`src/rtl/ahb_resp_mux.sv`:
```
// ahb_resp_mux
// AHB-Lite slave-to-master response multiplexer with built-in default slave.
// Registers the decoder's HSEL during the address phase, steers
// HRDATA/HREADY/HRESP from the selected slave in the data phase, and answers
// unmapped active transfers with the two-cycle ERROR response.
//
// Ports
//   HCLK, HRESET          bus clock, synchronous active-high reset
//   HSEL[3:0]             one-hot decoder select (S0 ROM, S1 RAM, S2 GPIO, S3 Timer)
//   HTRANS[1:0]           master transfer type
//   HRDATA_Sn             slave read data
//   HREADYOUT_Sn          slave ready
//   HRESP_Sn              slave response
//   HRDATA, HREADY, HRESP response to master (HREADY is the system HREADY)
//   UNMAPPED_CNT          saturating count of default-slave ERROR responses
//
// Default-slave FSM
//   state   | meaning
//   DS_IDLE | no error pending, HREADY=1 HRESP=0
//   DS_ERR1 | first ERROR cycle, HREADY=0 HRESP=1
//   DS_ERR2 | second ERROR cycle, HREADY=1 HRESP=1
module ahb_resp_mux #(
  parameter int                    DATA_WIDTH    = 32,
  parameter logic [DATA_WIDTH-1:0] DEFAULT_RDATA = '0,
  parameter int                    CNT_WIDTH     = 16
) (
  input  logic                  HCLK,
  input  logic                  HRESET,
  input  logic [3:0]            HSEL,
  input  logic [1:0]            HTRANS,
  input  logic [DATA_WIDTH-1:0] HRDATA_S0,
  input  logic [DATA_WIDTH-1:0] HRDATA_S1,
  input  logic [DATA_WIDTH-1:0] HRDATA_S2,
  input  logic [DATA_WIDTH-1:0] HRDATA_S3,
  input  logic                  HREADYOUT_S0,
  input  logic                  HREADYOUT_S1,
  input  logic                  HREADYOUT_S2,
  input  logic                  HREADYOUT_S3,
  input  logic                  HRESP_S0,
  input  logic                  HRESP_S1,
  input  logic                  HRESP_S2,
  input  logic                  HRESP_S3,
  output logic [DATA_WIDTH-1:0] HRDATA,
  output logic                  HREADY,
  output logic                  HRESP,
  output logic [CNT_WIDTH-1:0]  UNMAPPED_CNT
);

  typedef enum logic [1:0] {
    DS_IDLE = 2'd0,
    DS_ERR1 = 2'd1,
    DS_ERR2 = 2'd2
  } ds_t;

  // One-hot data-phase owner: bits 0..3 slaves, bit 4 default slave, bit 5 nobody
  localparam logic [5:0] SEL_S0   = 6'b000001;
  localparam logic [5:0] SEL_S1   = 6'b000010;
  localparam logic [5:0] SEL_S2   = 6'b000100;
  localparam logic [5:0] SEL_S3   = 6'b001000;
  localparam logic [5:0] SEL_DEF  = 6'b010000;
  localparam logic [5:0] SEL_NONE = 6'b100000;

  localparam logic [CNT_WIDTH-1:0] CNT_ONE = {{(CNT_WIDTH-1){1'b0}}, 1'b1};

  logic [5:0]           sel_q;
  logic [5:0]           sel_d;
  ds_t                  ds_q;
  logic [CNT_WIDTH-1:0] cnt_q;
  logic                 unmapped_req;
  logic                 htrans_unused;

  // HTRANS[0] (BUSY vs IDLE, SEQ vs NONSEQ) does not affect routing
  assign htrans_unused = HTRANS[0];

  // Active transfer to no slave, sampled only when the bus advances
  assign unmapped_req = HREADY && (HSEL == 4'b0000) && HTRANS[1];

  always_comb begin
    sel_d = sel_q;
    if (HREADY) begin
      if      (HSEL[0])   sel_d = SEL_S0;
      else if (HSEL[1])   sel_d = SEL_S1;
      else if (HSEL[2])   sel_d = SEL_S2;
      else if (HSEL[3])   sel_d = SEL_S3;
      else if (HTRANS[1]) sel_d = SEL_DEF;
      else                sel_d = SEL_NONE;
    end
  end

  always_ff @(posedge HCLK) begin
    if (HRESET) begin
      sel_q <= SEL_NONE;
      ds_q  <= DS_IDLE;
      cnt_q <= '0;
    end else begin
      sel_q <= sel_d;
      unique case (ds_q)
        DS_IDLE: if (unmapped_req) ds_q <= DS_ERR1;
        DS_ERR1: ds_q <= DS_ERR2;
        DS_ERR2: ds_q <= unmapped_req ? DS_ERR1 : DS_IDLE;
        default: ds_q <= DS_IDLE;
      endcase
      // Every unmapped_req is an ERR1 entry; hold at all-ones
      if (unmapped_req && (cnt_q != '1)) cnt_q <= cnt_q + CNT_ONE;
    end
  end

  always_comb begin
    HRDATA = DEFAULT_RDATA;
    HREADY = 1'b1;
    HRESP  = 1'b0;
    case (sel_q)
      SEL_S0: begin HRDATA = HRDATA_S0; HREADY = HREADYOUT_S0; HRESP = HRESP_S0; end
      SEL_S1: begin HRDATA = HRDATA_S1; HREADY = HREADYOUT_S1; HRESP = HRESP_S1; end
      SEL_S2: begin HRDATA = HRDATA_S2; HREADY = HREADYOUT_S2; HRESP = HRESP_S2; end
      SEL_S3: begin HRDATA = HRDATA_S3; HREADY = HREADYOUT_S3; HRESP = HRESP_S3; end
      SEL_DEF: begin
        HREADY = (ds_q != DS_ERR1);
        HRESP  = (ds_q != DS_IDLE);
      end
      default: ;
    endcase
  end

  assign UNMAPPED_CNT = cnt_q;

endmodule

```
`config.mk`:
```
export PLATFORM = sky130hd
export DESIGN_NAME = ahb_resp_mux
export DESIGN_NICKNAME = d
export VERILOG_FILES = /design/src/rtl/ahb_resp_mux.sv
export SDC_FILE = /design/constraint.sdc
export NUM_CORES = 1
export LEC_CHECK = 0
export BUFFER_PORTS_ARGS = -buffer_cell sky130_fd_sc_hd__buf_2
export CELL_PAD_IN_SITES_DETAIL_PLACEMENT = 0
export CELL_PAD_IN_SITES_GLOBAL_PLACEMENT = 2
export CORE_MARGIN = 2
export CORE_UTILIZATION = 16
export DETAILED_ROUTE_END_ITERATION = 8
export PLACE_DENSITY = 0.9
export SYNTH_ARGS = -nofsm -noshare
export SYNTH_HDL_FRONTEND = slang
export SYNTH_SLANG_ARGS = --single-unit
export TNS_END_PERCENT = 20
```
`constraint.sdc`:
```
create_clock -name HCLK -period 3.39 [get_ports HCLK]
set_clock_uncertainty 0.05 [all_clocks]
set_input_delay 0.678 -clock HCLK [delete_from_list [all_inputs] [get_ports HCLK]]
set_output_delay 0.678 -clock HCLK [all_outputs]
set_load 0.01 [all_outputs]
```
==> results.py <==
metrics = {
    "clock_tree": {
        "numCtsBuffers": 3,
        "cts_resized": 0,
        "clk_pin_slew_ns": 0.06,
        "cts_root_buf": "clkbuf_16",
        "post_cts_buffers": 0,
        "cts_tree": "done",
        "cts_sinks": 24,
        "clk_latency_ns": 0.25,
        "htree_num_levels": 1,
        "max-clock-path-buffers": 2,
        "postCtsHoldBufs": 0,
    },
    "route": {
        "drc_errors": 0,
        "drtIter0Drc": 268,
        "wire_per_inst_um": 13.63,
        "viasPerCell": 4.808,
        "routed_wl_mm": 8.219,
        "num_vias": 2899,
        "antenna_left": 0,
        "dr.pass1.iters": 6,
    },
    "grt": {
        "met1_usage_pct": 15.18,
        "grt_util_met3_pct": 1.482,
        "grt_pass1_vias": 2415,
        "grt_pass1_wl_mm": 12.12,
        "use_met2_pct": 19.21,
        "grt-busiest-layer": "met2",
        "grt_overflow_total": 0,
        "antenna_found_initial": 1,
        "grt_usage_pct": 11.15,
        "grt_max_degree": 34,
    },
    "layout": {
        "fin_cells": 603,
        "fillers": 1328,
        "area.growth.synth_to_final_pct": 62.93,
        "drive_above_1_share_pct": 46.93,
        "antenna_cells": 0,
        "layout.nets": 603,
        "fin_area_um2": 3162,
    },
    "power_and_ir_drop": {
        "irDropWorstVdd_mv": 0.1158,
        "power_leakage_nw": 1.588,
        "cellPowerDensity_nw_per_um2": 235.0,
    },
    "worst_setup_path": {
        "cp_max_fo": 17,
        "cp_top_family": "simple AND/OR/NAND/NOR gates",
        "arrival_ns": 2.29,
        "rrSetupSlack_ns": 0.76,
        "worstPathRequired_ns": 2.66,
        "cpMaxStageDelayCell": "or4_4",
        "r2r-end": "UNMAPPED_CNT[5]$_SDFFE_PP0P_",
        "path_class": "register to output pin",
        "setup.worst_path.end_class": "output pin",
        "cpMostUsedCell": "buf_4",
        "cp_cell_sequence": "or4_4 -> nor3b_4 -> buf_4 -> buf_4 -> a222oi_1 -> nand2_1 -> buf_2",
        "critPathBufInv": 3,
        "critPathLaunch": "sel_q[3]$_SDFFE_PP0N_",
        "worst_r2r_path_depth": 6,
        "worstSetupStartpointType": "register",
        "reg2reg_from": "sel_q[1]$_SDFFE_PP0N_",
        "cpPeakStageDelay_ns": 0.59,
    },
    "sta": {
        "finalSetupTns_ns": 0,
        "fmax_ghz": 0.3314,
        "hold_viol_final": 0,
        "drv_slew": 0,
        "relSlewSlack_pct": 52.57,
        "setup_viol": 0,
        "rsz0062_at_grt": "no",
        "finalCriticalPeriod_ns": 3.018,
        "period_share_pct": 89.02,
        "worst_pin_slew_ns": 0.7115,
    },
    "place": {
        "place_congestion": 0.7372,
        "port_buffers": 192,
        "dp_cells": 600,
        "placed_area_um2": 3087,
        "dpl.hpwl_mm": 6.607,
    },
    "floorplan": {
        "die_h_um": 114.1,
        "die_x_um": 114.1,
        "coreArea_um2": 11910,
        "initial_utilization_pct": 16.29,
        "rows": 40,
        "io_pins": 194,
        "die-area_um2": 13030,
    },
    "hold_path": {
        "worstHoldEndpoint": "ds_q[0]$_SDFFE_PP0P_",
        "hold_depth": 1,
        "hp-class": "register to register",
        "worstHoldStart": "ds_q[0]$_SDFFE_PP0P_",
    },
    "logic_synthesis": {
        "synth.cell_area_um2": 1941,
        "syn_inst": 271,
        "synth_cell_types": 41,
        "synth_nets": 416,
        "yosys_warnings": 0,
        "ys_seq_area_share_pct": 24.76,
        "synth_seq_cells": 24,
        "syn_area_per_cell_um2": 7.161,
    },
    "status": {
        "run_status": "complete, no violations",
    },
    "run": {
        "cap_violations": 0,
    },
}
[per-layer routing]
layer  vias up  part of all wire (%)
met4         2                  0.29
met3         6                   8.2
met5         -                  0.16
li1       1429                     -
met2       134                    49
met1      1328                    42
[power breakdown]
part	internal (mW)	switching (mW)	total, mW
Sequential	0.286	0.00652	0.292
Clock	0.156	0.0893	0.245
Combinational	0.108	0.0981	0.206
Total	0.549	0.194	0.743
[cell usage after synthesis]
cell type / count / area (um^2)
nor4b_1: 1 / 8.760
nand2b_1: 4 / 25.02
a222oi_1: 32 / 320.3
nor3_1: 3 / 15.01
o31a_1: 2 / 17.52
o211ai_1: 1 / 7.510
and4_1: 2 / 17.52
or4_4: 1 / 11.26
inv_1: 5 / 18.77
nand3_1: 9 / 45.04
nand4_1: 3 / 18.77
nor4_1: 5 / 31.28
o31ai_1: 7 / 52.55
o31ai_4: 1 / 21.27
nand3b_1: 2 / 15.01
a21oi_1: 15 / 75.07
nand2_1: 82 / 307.8
nand4b_1: 1 / 8.760
dfxtp_1: 24 / 480.5
mux2i_1: 1 / 10.01
ha_1: 1 / 12.51
o21bai_1: 1 / 7.510
o41ai_1: 1 / 8.760
o21a_1: 2 / 15.01
a22o_1: 1 / 8.760
clkbuf_1: 15 / 56.30
nor2_1: 14 / 52.55
or3_1: 1 / 6.260
nor3_2: 2 / 20.02
or4_1: 9 / 67.56
mux2_1: 3 / 33.78
buf_2: 4 / 20.02
a2111oi_0: 1 / 8.760
or3b_2: 1 / 8.760
o21ai_0: 5 / 25.02
a2111o_2: 1 / 12.51
xnor2_1: 1 / 8.760
nor3b_4: 1 / 18.77
nor2b_1: 4 / 25.02
nor3b_1: 1 / 7.510
a221oi_1: 1 / 8.760
[metrics by stage]
stage / util (%) / hold WS [ns] / total power [mW] / setup slack [ns]
final: 26.54 / 0.3958 / 0.7429 / 0.3722
after detailed placement: 25.91 / 0.3884 / 0.5041 / 0.5962
after CTS: 26.54 / 0.3967 / 0.7525 / 0.3617
after floorplan: - / 0.3706 / 0.3799 / 0.7497
after global placement: 25.91 / 0.3863 / 0.5020 / 0.6557
after global routing: 26.54 / 0.4106 / 0.7861 / 0.2490
[worst max-delay path by stage]
stage                                         to  slack (ns)  cells past startpoint
detailed placement  UNMAPPED_CNT[5]$_SDFFE_PP0P_        0.60                      6
CTS                                   HRDATA[25]        0.36                      7
global placement    UNMAPPED_CNT[5]$_SDFFE_PP0P_        0.66                      6
floorplan                              HRDATA[0]        0.75                      6
finish                                HRDATA[25]        0.37                      7
global route                          HRDATA[15]        0.25                      7
[placed cells by master (no fill, tap or decap), drive strengths merged, types with 5 or more instances in the layout]
cell type,count
a21oi,15
a222oi,32
buf,201
dfxtp,24
inv,5
nand2,82
nand3,9
nor2,14
nor3,5
nor4,5
o21ai,5
o31ai,8
or4,10
[cell families after synthesis]
logic type | after synthesis | synth area share (%)
XOR/XNOR | 1 | 0.4514
AO/OA/AOI/OAI | 71 | 30.37
multiplexers | 4 | 2.257
flip-flops | 24 | 24.76
adder cells (fa/ha/maj) | 1 | 0.6446
AND/OR/NAND/NOR | 146 | 36.62
buffers and inverters | 24 | 4.900
[final cells by class]
class	instances	area [um^2]	area share (%)
Clock buffer	3	75.07	2.374
Inverter	5	18.77	0.5936
Multi-Input combinational cell	223	1375	43.49
Sequential cell	24	480.5	15.20
Tap cell	147	183.9	5.817
Timing Repair Buffer	201	1028	32.53
[sequential cells by signal (all words and copies together), names as in the netlist]
register / count
ds_q: 2
sel_q: 6
UNMAPPED_CNT: 16
(Power assumes the default switching activity.)
